[src/rtl/cdb_arbiter_pkg.sv]
// Shared CDB types and constants.
//   memory_word_t : result data word
//   cdb_t         : broadcast bus payload {tag, value}; tag 0 marks an idle bus
//   REQ_*         : requester index of each functional unit
//   outranks()    : priority compare used by the age selector
package cdb_arbiter_pkg;

    localparam int unsigned ROB_SIZE_DEF     = 16;
    localparam int unsigned TAG_W            = 8;
    localparam int unsigned WORD_W           = 32;
    localparam int unsigned NUM_REQ_DEF      = 4;
    localparam int unsigned STARVE_LIMIT_DEF = 8;

    localparam int unsigned REQ_ALU0   = 0;
    localparam int unsigned REQ_ALU1   = 1;
    localparam int unsigned REQ_LOAD   = 2;
    localparam int unsigned REQ_BRANCH = 3;

    typedef logic [WORD_W-1:0] memory_word_t;

    typedef struct packed {
        logic [TAG_W-1:0] tag;
        memory_word_t     value;
    } cdb_t;

    // True when entry a strictly beats entry b: starved first, then older.
    function automatic logic outranks(input logic st_a, input logic [TAG_W-1:0] age_a,
                                      input logic st_b, input logic [TAG_W-1:0] age_b);
        return (st_a && !st_b) || ((st_a == st_b) && (age_a < age_b));
    endfunction

endpackage

[src/rtl/cdb_age_select.sv]
// Combinational ranking of held results; picks the two highest-priority slots.
//   hold_valid : occupied holding slots
//   age        : ROB age per slot (smaller is older)
//   starved    : slot has waited long enough to jump the queue
//   grant0_c   : one-hot winner (drives cdb1), zero if nothing held
//   grant1_c   : one-hot runner-up (drives cdb2), zero if fewer than two held
module cdb_age_select
    import cdb_arbiter_pkg::*;
#(
    parameter int unsigned NUM_REQ = NUM_REQ_DEF
) (
    input  logic [NUM_REQ-1:0]            hold_valid,
    input  logic [NUM_REQ-1:0][TAG_W-1:0] age,
    input  logic [NUM_REQ-1:0]            starved,
    output logic [NUM_REQ-1:0]            grant0_c,
    output logic [NUM_REQ-1:0]            grant1_c
);

    logic             found0, found1;
    logic             st0, st1;
    logic [TAG_W-1:0] age0, age1;

    // Two compare-and-select passes; strict compare keeps the lower index on ties.
    always_comb begin
        grant0_c = '0;
        grant1_c = '0;
        found0   = 1'b0;
        found1   = 1'b0;
        st0      = 1'b0;
        st1      = 1'b0;
        age0     = '0;
        age1     = '0;
        for (int i = 0; i < int'(NUM_REQ); i++) begin
            if (hold_valid[i] && (!found0 || outranks(starved[i], age[i], st0, age0))) begin
                found0      = 1'b1;
                st0         = starved[i];
                age0        = age[i];
                grant0_c    = '0;
                grant0_c[i] = 1'b1;
            end
        end
        for (int i = 0; i < int'(NUM_REQ); i++) begin
            if (hold_valid[i] && !grant0_c[i] &&
                (!found1 || outranks(starved[i], age[i], st1, age1))) begin
                found1      = 1'b1;
                st1         = starved[i];
                age1        = age[i];
                grant1_c    = '0;
                grant1_c[i] = 1'b1;
            end
        end
    end

endmodule

[src/rtl/cdb_arbiter.sv]
// Arbitrates FU results onto the two common data buses.
//   clk, reset : clock, asynchronous active-high reset
//   rob_head   : ROB index of the oldest in-flight instruction
//   flush      : squash all held and outgoing results
//   req_*      : per-FU result handshake (valid/tag/value in, ready out, ready is combinational)
//   cdb1, cdb2 : registered broadcast buses, tag 0 = idle
//   pending    : registered count of occupied holding slots
module cdb_arbiter
    import cdb_arbiter_pkg::*;
#(
    parameter int unsigned NUM_REQ      = NUM_REQ_DEF,
    parameter int unsigned STARVE_LIMIT = STARVE_LIMIT_DEF,
    parameter int unsigned ROB_SIZE     = ROB_SIZE_DEF
) (
    input  logic                           clk,
    input  logic                           reset,
    input  logic [TAG_W-1:0]               rob_head,
    input  logic                           flush,
    input  logic [NUM_REQ-1:0]             req_valid,
    input  logic [NUM_REQ-1:0][TAG_W-1:0]  req_tag,
    input  logic [NUM_REQ-1:0][WORD_W-1:0] req_value,
    output logic [NUM_REQ-1:0]             req_ready,
    output cdb_t                           cdb1,
    output cdb_t                           cdb2,
    output logic [TAG_W-1:0]               pending
);

    localparam int unsigned CNT_W = $clog2(STARVE_LIMIT + 1);

    logic [NUM_REQ-1:0]             hold_valid_q, hold_valid_d;
    logic [NUM_REQ-1:0][TAG_W-1:0]  hold_tag_q, hold_tag_d;
    logic [NUM_REQ-1:0][WORD_W-1:0] hold_value_q, hold_value_d;
    logic [NUM_REQ-1:0][CNT_W-1:0]  starve_q, starve_d;
    cdb_t                           cdb1_q, cdb1_d, cdb2_q, cdb2_d;
    logic [TAG_W-1:0]               pending_q, pending_d;

    logic [NUM_REQ-1:0][TAG_W-1:0]  age;
    logic [NUM_REQ-1:0]             starved, grant0, grant1, grant;
    logic [TAG_W-1:0]               idx;

    // ROB age relative to head; tags are 1-based so subtract one first.
    always_comb begin
        idx     = '0;
        age     = '0;
        starved = '0;
        for (int i = 0; i < int'(NUM_REQ); i++) begin
            idx = hold_tag_q[i] - TAG_W'(1);
            if (idx >= rob_head) age[i] = idx - rob_head;
            else                 age[i] = idx + TAG_W'(ROB_SIZE) - rob_head;
            starved[i] = (starve_q[i] >= CNT_W'(STARVE_LIMIT));
        end
    end

    cdb_age_select #(.NUM_REQ(NUM_REQ)) u_age_select (
        .hold_valid (hold_valid_q),
        .age        (age),
        .starved    (starved),
        .grant0_c   (grant0),
        .grant1_c   (grant1)
    );

    assign grant = grant0 | grant1;
    // A flush discards this cycle's inputs, so every slot reports ready.
    assign req_ready = ~hold_valid_q | grant | {NUM_REQ{flush}};

    // Slot update, bus muxing and occupancy count.
    always_comb begin
        hold_valid_d = hold_valid_q;
        hold_tag_d   = hold_tag_q;
        hold_value_d = hold_value_q;
        starve_d     = starve_q;
        cdb1_d       = '0;
        cdb2_d       = '0;
        pending_d    = '0;
        for (int i = 0; i < int'(NUM_REQ); i++) begin
            if (grant[i]) begin
                hold_valid_d[i] = 1'b0;
                starve_d[i]     = '0;
            end else if (hold_valid_q[i] && (starve_q[i] < CNT_W'(STARVE_LIMIT))) begin
                starve_d[i] = starve_q[i] + CNT_W'(1);
            end
            // Refill wins over the grant clear; the old data still broadcasts.
            if (req_valid[i] && req_ready[i]) begin
                hold_valid_d[i] = 1'b1;
                hold_tag_d[i]   = req_tag[i];
                hold_value_d[i] = req_value[i];
                starve_d[i]     = '0;
            end
            if (grant0[i]) cdb1_d = '{tag: hold_tag_q[i], value: hold_value_q[i]};
            if (grant1[i]) cdb2_d = '{tag: hold_tag_q[i], value: hold_value_q[i]};
        end
        if (flush) begin
            hold_valid_d = '0;
            starve_d     = '0;
            cdb1_d       = '0;
            cdb2_d       = '0;
        end
        for (int i = 0; i < int'(NUM_REQ); i++) begin
            pending_d = pending_d + TAG_W'(hold_valid_d[i]);
        end
    end

    always_ff @(posedge clk or posedge reset) begin
        if (reset) begin
            hold_valid_q <= '0;
            hold_tag_q   <= '0;
            hold_value_q <= '0;
            starve_q     <= '0;
            cdb1_q       <= '0;
            cdb2_q       <= '0;
            pending_q    <= '0;
        end else begin
            hold_valid_q <= hold_valid_d;
            hold_tag_q   <= hold_tag_d;
            hold_value_q <= hold_value_d;
            starve_q     <= starve_d;
            cdb1_q       <= cdb1_d;
            cdb2_q       <= cdb2_d;
            pending_q    <= pending_d;
        end
    end

    assign cdb1    = cdb1_q;
    assign cdb2    = cdb2_q;
    assign pending = pending_q;

endmodule
[config.mk]
export PLATFORM = sky130hd
export DESIGN_NAME = cdb_arbiter
export DESIGN_NICKNAME = d
export VERILOG_FILES = /design/src/rtl/cdb_arbiter_pkg.sv /design/src/rtl/cdb_age_select.sv /design/src/rtl/cdb_arbiter.sv
export SDC_FILE = /design/constraint.sdc
export NUM_CORES = 1
export LEC_CHECK = 0
export ABC_AREA = 1
export BUFFER_PORTS_ARGS = -buffer_cell sky130_fd_sc_hd__buf_2
export CORE_ASPECT_RATIO = 0.8
export CORE_MARGIN = 2
export CORE_UTILIZATION = 54
export CTS_BUF_LIST = sky130_fd_sc_hd__clkbuf_8
export DETAILED_ROUTE_END_ITERATION = 16
export GPL_ROUTABILITY_DRIVEN = 0
export GPL_TIMING_DRIVEN = 1
export PLACE_DENSITY = 0.79
export SYNTH_ARGS = -nofsm -noshare
export SYNTH_HDL_FRONTEND = slang
export SYNTH_SLANG_ARGS = --single-unit
[constraint.sdc]
create_clock -name clk -period 14.7 [get_ports clk]
set_input_delay 2.205 -clock clk [delete_from_list [all_inputs] [get_ports clk]]
set_output_delay 2.205 -clock clk [all_outputs]
set_load 0.02 [all_outputs]
Yosys cells after proc, flatten, opt, wreduce, memory -nomap -nowiden
Cells that the tools add are included.
{"block": "totals", "elab_cells": 193, "in_bits": 175, "reg_bits": 264, "output_inout_bits": 92}
{"block": "op_classes", "n_mux": 62, "add_sub_neg": 23, "order_cmp": 18, "n_eq_ne": 6, "reduce_logical": 62, "bitwise_logic": 4}
{"cell": "$mux W40", "n": 10}
{"cell": "$mux W8", "n": 10}
{"cell": "$mux W4", "n": 17}
{"cell": "$sub A8 B8 Y8", "n": 8}
{"cell": "$lt A8 B8 Y1", "n": 6}
{"cell": "$add A8 B5 Y8 const B", "n": 4}
{"cell": "$ge A8 B8 Y1", "n": 4}
{"cell": "$sub A8 B1 Y8 const B", "n": 4}
{"cell": "$logic_and A1 B1 Y1", "n": 30}
{"cell": "$mux W1", "n": 22}
{"cell": "$add A4 B1 Y4 const B", "n": 4}
{"cell": "$ge A4 B4 Y1 const B", "n": 4}
{"cell": "$logic_not A1 Y1", "n": 16}
{"cell": "$lt A4 B4 Y1 const B", "n": 4}
{"cell": "$mux W16", "n": 1}
{"cell": "$reduce_bool A4 Y1", "n": 4}
{"cell": "$logic_or A1 B1 Y1", "n": 12}
{"cell": "$or A4 B4 Y4", "n": 3}
{"cell": "$eq A1 B1 Y1", "n": 6}
{"cell": "$add A3 B1 Y4", "n": 1}
{"cell": "$not A4 Y4", "n": 1}
{"cell": "$add A2 B1 Y3", "n": 1}
{"cell": "$mux W3", "n": 1}
{"cell": "$add A1 B1 Y2", "n": 1}
{"cell": "$mux W2", "n": 1}

Longest topological paths before layout
Gate-level depths: netlist of the first run.
{"block": "depth", "depth_word": 53, "mapped_depth": 94, "mapped_depth_nobuf": 88}

Modules after synthesis
A second synthesis of the first run with hierarchy kept.
{"block": "unflattened", "cells_unflattened": 2238, "area_unflattened_um2": 17413.0}
{"module": "cdb_arbiter", "instances": 1, "cells_per_inst": 1917, "area_per_inst_um2": 15620.0, "seq_area_each_um2": 6581.3}
{"module": "cdb_age_select", "instances": 1, "cells_per_inst": 321, "area_per_inst_um2": 1793.0, "seq_area_each_um2": 0.0}

Least setup slack after synthesis of the first run
Ideal clock, no wire load.
{"block": "synth_timing", "path_kind": "input to output", "start": "input rob_head[2]", "end": "output req_ready[2]", "t_required_ps": 12495, "t_arrival_ps": 12328, "slack_ps": 167, "path_stages": 82, "n_path_buf": 10, "path_cell_list": "inv_1 > ha_1 > inv_1 > fa_1 > o31ai_1 > a21oi_1 > o21ai_0 > a41oi_1 > o21bai_1 > clkbuf_1 > nand2_1 > o21ai_0 > inv_1 > ha_1 > a21oi_1 > nor2_1 > nor3_1 > nand2_1 > [46 not listed] > nand2_1 > nand2_2 > clkbuf_1 > nand2_1 > o21ai_0 > ha_1 > nand2_1 > nand2_1 > nor2_1 > nand2_1 > a31oi_1 > nand2_1 > nand2_1 > nand2_2 > buf_6 > nand2_2 > nand3_4 > buf_2"}
{"block": "synth_between", "elab_chain_cells": 45, "word_cells_on_any_way": 98, "cone_classes": "8 x add/sub; 10 x order compare; 5 x eq/ne; 25 x mux; 3 x bitwise; 47 x reduce/logical"}
{"item": "start: declaration", "line": "cdb_arbiter.sv:17", "rtl": "input logic [TAG_W-1:0] rob_head,"}
{"item": "$sub A8 B8 Y8 (tied with other cells)", "line": "cdb_arbiter.sv:49", "rtl": "else age[i] = idx + TAG_W'(ROB_SIZE) - rob_head;"}
{"item": "$mux W8", "line": "cdb_arbiter.sv:48", "rtl": "if (idx >= rob_head) age[i] = idx - rob_head;"}
{"item": "$mux W8", "line": "cdb_age_select.sv:34", "rtl": "if (hold_valid[i] && (!found0 || outranks(starved[i], age[i], st0, age0))) begin"}
{"item": "$lt A8 B8 Y1", "line": "cdb_arbiter_pkg.sv:29", "rtl": "return (st_a && !st_b) || ((st_a == st_b) && (age_a < age_b));"}
{"item": "$logic_and A1 B1 Y1", "line": "cdb_arbiter_pkg.sv:29"}
{"item": "$logic_or A1 B1 Y1", "line": "cdb_arbiter_pkg.sv:29"}
{"item": "$logic_or A1 B1 Y1", "line": "cdb_age_select.sv:34"}
{"item": "$logic_and A1 B1 Y1", "line": "cdb_age_select.sv:34"}
{"item": "[28 not listed]"}
{"item": "$lt A8 B8 Y1 (tied with other cells)", "line": "cdb_arbiter_pkg.sv:29"}
{"item": "$logic_and A1 B1 Y1", "line": "cdb_arbiter_pkg.sv:29"}
{"item": "$logic_or A1 B1 Y1", "line": "cdb_arbiter_pkg.sv:29"}
{"item": "$logic_or A1 B1 Y1", "line": "cdb_age_select.sv:44", "rtl": "(!found1 || outranks(starved[i], age[i], st1, age1))) begin"}
{"item": "$logic_and A1 B1 Y1", "line": "cdb_age_select.sv:43", "rtl": "if (hold_valid[i] && !grant0_c[i] &&"}
{"item": "$mux W4", "line": "cdb_age_select.sv:43"}
{"item": "$or A4 B4 Y4 (*)", "line": "cdb_arbiter.sv:62", "rtl": "assign grant = grant0 | grant1;"}
{"item": "$or A4 B4 Y4 (*) (2 in series)", "line": "cdb_arbiter.sv:64", "rtl": "assign req_ready = ~hold_valid_q | grant | {NUM_REQ{flush}};"}
{"item": "end: declaration", "line": "cdb_arbiter.sv:22", "rtl": "output logic [NUM_REQ-1:0] req_ready,"}
Mark *: on every way between the ends. The rest lies on a longest branch, timed or not.

Final worst setup path of the first run
{"block": "layout_timing", "start": "input rob_head[0]", "end": "output req_ready[0]"}
The elaborated chain is that of the path after synthesis.

==> flow_summary.yaml, run 1 <==
critical_path:
  cp-startpoint: "rob_head[0]"
  slowest_delay_ns: 0.38
  cpMaxStageDelayCell: "fa_2"
  r2r_end: "pending[1]"
  worst_ep_required_time_ns: 12.49
  end_kind: "primary output"
  cp.arrival_ns: 12.06
  r2r_start: "hold_tag_q[8]"
  crit_type: "primary input to primary output"
  reg2reg_slack_ns: 1.90
  cp_common_cell: "nand2_1"
  worst_r2r_path_depth: 82
  path_max_fanout: 14
  start_kind: "primary input"
outcome:
  outcome: "finished clean"
clock_network:
  cts_root_buf: "clkbuf_8"
  cts_num_sinks: 263
  clockBufferDepth: 3
  clkTransAtPathRegs_ns: 0.06
  cts_tree: "built"
  cts_buffers: 43
  cts_htree_levels: 2
  clock_latency_ns: 0.60
die:
  start_util: 0.551
  io_pins: 267
  rows: 58
  fp.dieW_um: 204
  die_y_um: 164
  dieArea_um2: 33600
  core_area_um2: 31500
global_routing:
  grt_usage: 0.345
  grt-ovfl-total: 0
  antenna_found_initial: 9
  grt_pass1_vias: 16200
  grt_max_degree: 120
  grt_pass1_wl_um: 89000
sta:
  hold_violations: 0
  fin_crit_sh: 0.970
  fmax_ghz: 0.0701
  finClkSkew_ns: 0.0223
  period_needed_ns: 14.26
  setup_violations: 0
  worstMarginPinSlew_ns: 1.14
  worst_slack_ns: 0.436
  relSlewSlack: 0.241
  fin_worst_hold_slack_ns: 0.469
  slew_violations: 0
layout:
  nets: 2804
  stdcell_count: 2941
  final_common_cell: "nand2_1"
  syn2layout_area_growth_pct: 16.7
  drive_gt1_frac: 0.185
  multi_input_area_um2: 9430
  n_fill_cell: 2732
  final_util: 0.643
  mostFrequentLayoutCells: "nand2_1, dfrtp_1, inv_1, buf_2, nand3_1"
  regArea_um2: 6580
synth:
  synthCells: 2237
  ys_warn_count: 0
  synth.avg_cell_area_um2: 7.75
  syn-cell-area_um2: 17300
  synth.distinct_cells: 46
  ys_ff_latch: 263
  yosysSeqAreaShare: 0.379
hold_path:
  min_to: "hold_value_q[47]"
  hold_path.class: "register to register"
  min_path_cells: 2
  worstHoldStart: "hold_value_q[47]"
placed_design:
  io_buffer_count: 261
  place_ws_ns: -0.290
  post-dp-hpwl_um: 39700
  dp_cells: 2829
route:
  routed_via_density: 5.89
  drt_iter0_markers: 1665
  postRouteWirelength_um: 59700
  num_vias: 17300
  route.detailed.drc: 0
  dr.pass1.iters: 8
  wl_per_cell_um: 20.3
  ant_nets: 0
job:
  cap_violations: 0
==> final cells by class <==
type,count,share of cell area
diodes,9,0.00111
multi-input cells,1591,0.466
flip-flops and latches,263,0.325
repair buffers,317,0.0863
well taps,420,0.0260
clock inverters,26,0.0106
clock buffers,52,0.0354
inverters,263,0.0496
==> flip-flops by register name, indices dropped and copies added (netlist names) <==
name          count
starve_q         16
hold_valid_q      4
hold_value_q    128
hold_tag_q       32
pending           3
cdb2             40
cdb1             40
==> cell usage after synthesis, drive strengths merged <==
cell type | count | area (µm²)
a21boi | 1 | 7.51
nor3b | 1 | 7.51
a211oi | 31 | 233
or2 | 3 | 18.8
nand4 | 17 | 106
xnor2 | 13 | 114
o2111ai | 8 | 70.1
fa | 30 | 601
nor3 | 18 | 95.1
dfrtp | 263 | 6580
a31oi | 13 | 81.3
mux2i | 5 | 50.1
clkbuf | 68 | 255
o31ai | 1 | 7.51
a41oi | 4 | 35.0
a31o | 3 | 26.3
nor2 | 194 | 738
o22ai | 2 | 12.5
inv | 262 | 983
ha | 120 | 1500
conb | 1 | 3.75
o21a | 1 | 7.51
a2111oi | 1 | 8.76
o21bai | 9 | 67.6
xor2 | 52 | 455
mux2 | 1 | 11.3
o21ai | 111 | 556
clkinv | 1 | 3.75
nand3 | 223 | 1140
buf | 59 | 347
nand2 | 537 | 2040
o211ai | 102 | 766
and2 | 3 | 18.8
a21oi | 79 | 395
==> per-stage QoR <==
| step | cell area [µm²] | TNS (ns) |
|---|---|---|
| after floorplan | 17400 | 0 |
| after global placement | 18900 | 0 |
| after detailed placement | 18900 | -0.825 |
| after CTS | 19800 | 0 |
| after global routing | 20200 | -0.963 |
| final | 20200 | 0 |
==> layer usage <==
layer,vias to the layer above,track usage,part of all wire
met5,-,0,0.00012
met3,201,0.0770,0.13
met4,2,0.142,0.042
li1,7808,-,-
met1,8104,0.489,0.41
met2,1204,0.511,0.43
==> worst max path at each step <==
stage | end | slack, ns
final | req_ready[0] | 0.44
after global routing | req_ready[0] | -0.27
after CTS | req_ready[0] | 0.04
after detailed placement | req_ready[0] | -0.29
after global placement | req_ready[0] | 0.21
after floorplan | req_ready[2] | 0.17
==> critical path, delay by kind of cell <==
family,cells,cell delay (ns)
simple gates,40,3.74
fa+ha+maj,8,2.46
buf+inv,9,1.22
compound gates,16,2.41
==> what timing repair did <==
| action | in CTS | in global routing |
|---|---|---|
| gates cloned | 0 | 4 |
| buffers inserted | 0 | 21 |
| hold buffers | 0 | 0 |
| pin swaps | 0 | 17 |
| endpoints found under the setup margin | 4 | 47 |
| endpoints found under the hold margin | 0 | 0 |
| gates resized for setup | 10 | 77 |
==> cells by family after synthesis <==
group                    synth area share
AO/OA/AOI/OAI                       0.131
buffers and inverters              0.0916
flip-flops                          0.379
other                            0.000216
multiplexers                      0.00353
XOR/XNOR                           0.0328
adder cells (fa/ha/maj)             0.121
AND/OR/NAND/NOR                     0.240
Power of run 1 is left out: the tool's default activity adds up to more than one toggle a clock period on the data nets, which glitch-free logic cannot reach.
==> inputs of run 2 (changes only) <==
- CORE_ASPECT_RATIO: 0.8 -> 0.7
==> run 2 against run 1 <==
Net effect: critical path depth fell by 1; sequential cell count did not move; setup slack better by 0.077 ns; first-iteration DRC count rose by 29%; clock skew grew 0.0048 ns; non-clock buffer count grew 3; sequential share of layout area up 0.095 points; critical path type unchanged.
==> flow_summary.yaml, run 2 (synthesized netlist as in run 1, its figures left out) <==
clock_network:
  cts_num_sinks: 263
  cts_hold_buf: 0
  cts_buffers: 43
  cts_tree: "built"
  cts_root_buf: "clkbuf_8"
  clockBufferDepth: 3
  clkTransAtPathRegs_ns: 0.06
  cts_htree_levels: 2
  clock_latency_ns: 0.59
critical_path:
  slowest_delay_ns: 0.40
  cp_top_family: "simple AND/OR/NAND/NOR gates"
  cp.arrival_ns: 11.98
  cp_common_cell: "nand2_1"
  worst_ep_required_time_ns: 12.49
  start_kind: "primary input"
  crit_buf_inv: 11
  crit_type: "primary input to primary output"
  path_max_fanout: 13
  cpMaxStageDelayCell: "fa_2"
  end_kind: "primary output"
route:
  route.detailed.drc: 0
  dr.pass1.iters: 6
  top_layer: "met5"
  drt_iter0_markers: 2156
  wl_per_cell_um: 20.6
  wl_met1_um: 24700
  wl_met3_um: 8010
  routed_via_density: 5.96
  ant_nets: 0
  postRouteWirelength_um: 60400
  dr_wl_met2_um: 25200
  num_vias: 17500
sta:
  fin_worst_hold_slack_ns: 0.472
  slew_violations: 0
  relSlewSlack: 0.141
  hold_violations: 0
  final.setup.tns_ns: 0
  setup_violations: 0
  worstMarginPinSlew_ns: 1.29
  finClkSkew_ns: 0.0271
  fin_crit_sh: 0.965
  fmax_ghz: 0.0705
  period_needed_ns: 14.19
hold_path:
  hold_path.class: "register to register"
global_routing:
  grt_usage: 0.350
  grt-ovfl-total: 0
  grt_pass1_vias: 16600
  grt_pass1_wl_um: 91200
  antenna_found_initial: 5
  grt_max_degree: 134
layout:
  regMostFlops: "hold_value_q"
  mostFrequentLayoutCells: "nand2_1, inv_1, dfrtp_1"
  nets: 2805
  drive_gt1_frac: 0.183
  final_common_cell: "nand2_1"
  largest_reg_flops: 128
  syn2layout_area_growth_pct: 16.4
  final_util: 0.642
  fin_area_um2: 20200
die:
  io_pins: 267
  start_util: 0.552
  fp.dieW_um: 218
  dieArea_um2: 33600
  core_area_um2: 31400
  die_y_um: 154
  rows: 54
placed_design:
  dpl_cell_area_um2: 18900
  post-dp-hpwl_um: 41300
  io_buffer_count: 261
job:
  cap_violations: 0
outcome:
  outcome: "finished clean"
[run 2: worst min-delay path, cell delays in order, from the launching register on]
cell     delay, ns
dfrtp_1       0.34
nand2_1       0.05
nand2_1       0.04
[run 2: stage by stage]
step	std cells	worst slack (ns)
after floorplan	2241	0.167
after global placement	2831	0.270
after detailed placement	2831	-0.279
after CTS	2905	0.0344
after global routing	2932	-0.171
final	2933	0.512
[run 2: layout make-up]
cell class	count	area (µm²)
multi-input combinational	1589	9420
clock buffer	54	743
tap	420	526
sequential	263	6580
fill	2658	11200
inverter	263	1000
timing repair buffer	320	1810
clock inverter	20	95.1
antenna	4	10.0
[run 2: layer usage]
| layer | GRT usage | up-vias |
|---|---|---|
| li1 | - | 7797 |
| met1 | 0.502 | 8208 |
| met2 | 0.507 | 1256 |
| met3 | 0.0938 | 213 |
| met4 | 0.133 | 2 |
| met5 | 0 | - |
[run 2: path summary, 6_finish.rpt]
kind                                         end  cells after the start  slack (ns)        startpoint
worst min register to register  hold_value_q[63]                      2        0.47  hold_value_q[63]
worst max-delay path                req_ready[3]                     72        0.51       rob_head[0]
min in group asynchronous               cdb2[14]                      2        1.81             reset
worst min-delay path            hold_value_q[63]                      2        0.47  hold_value_q[63]
worst max register to register        pending[1]                     81        2.12     hold_tag_q[8]
max in group asynchronous       hold_value_q[16]                      3       11.29             reset
[run 2: timing repair]
| action | 4_1_cts | 5_1_grt |
|---|---|---|
| gates cloned | 0 | 2 |
| buffers inserted | 0 | 21 |
| pin swaps | 0 | 16 |
| setup endpoints to repair | 4 | 14 |
| resized for setup | 11 | 71 |
Power of run 2 is left out for the same reason.
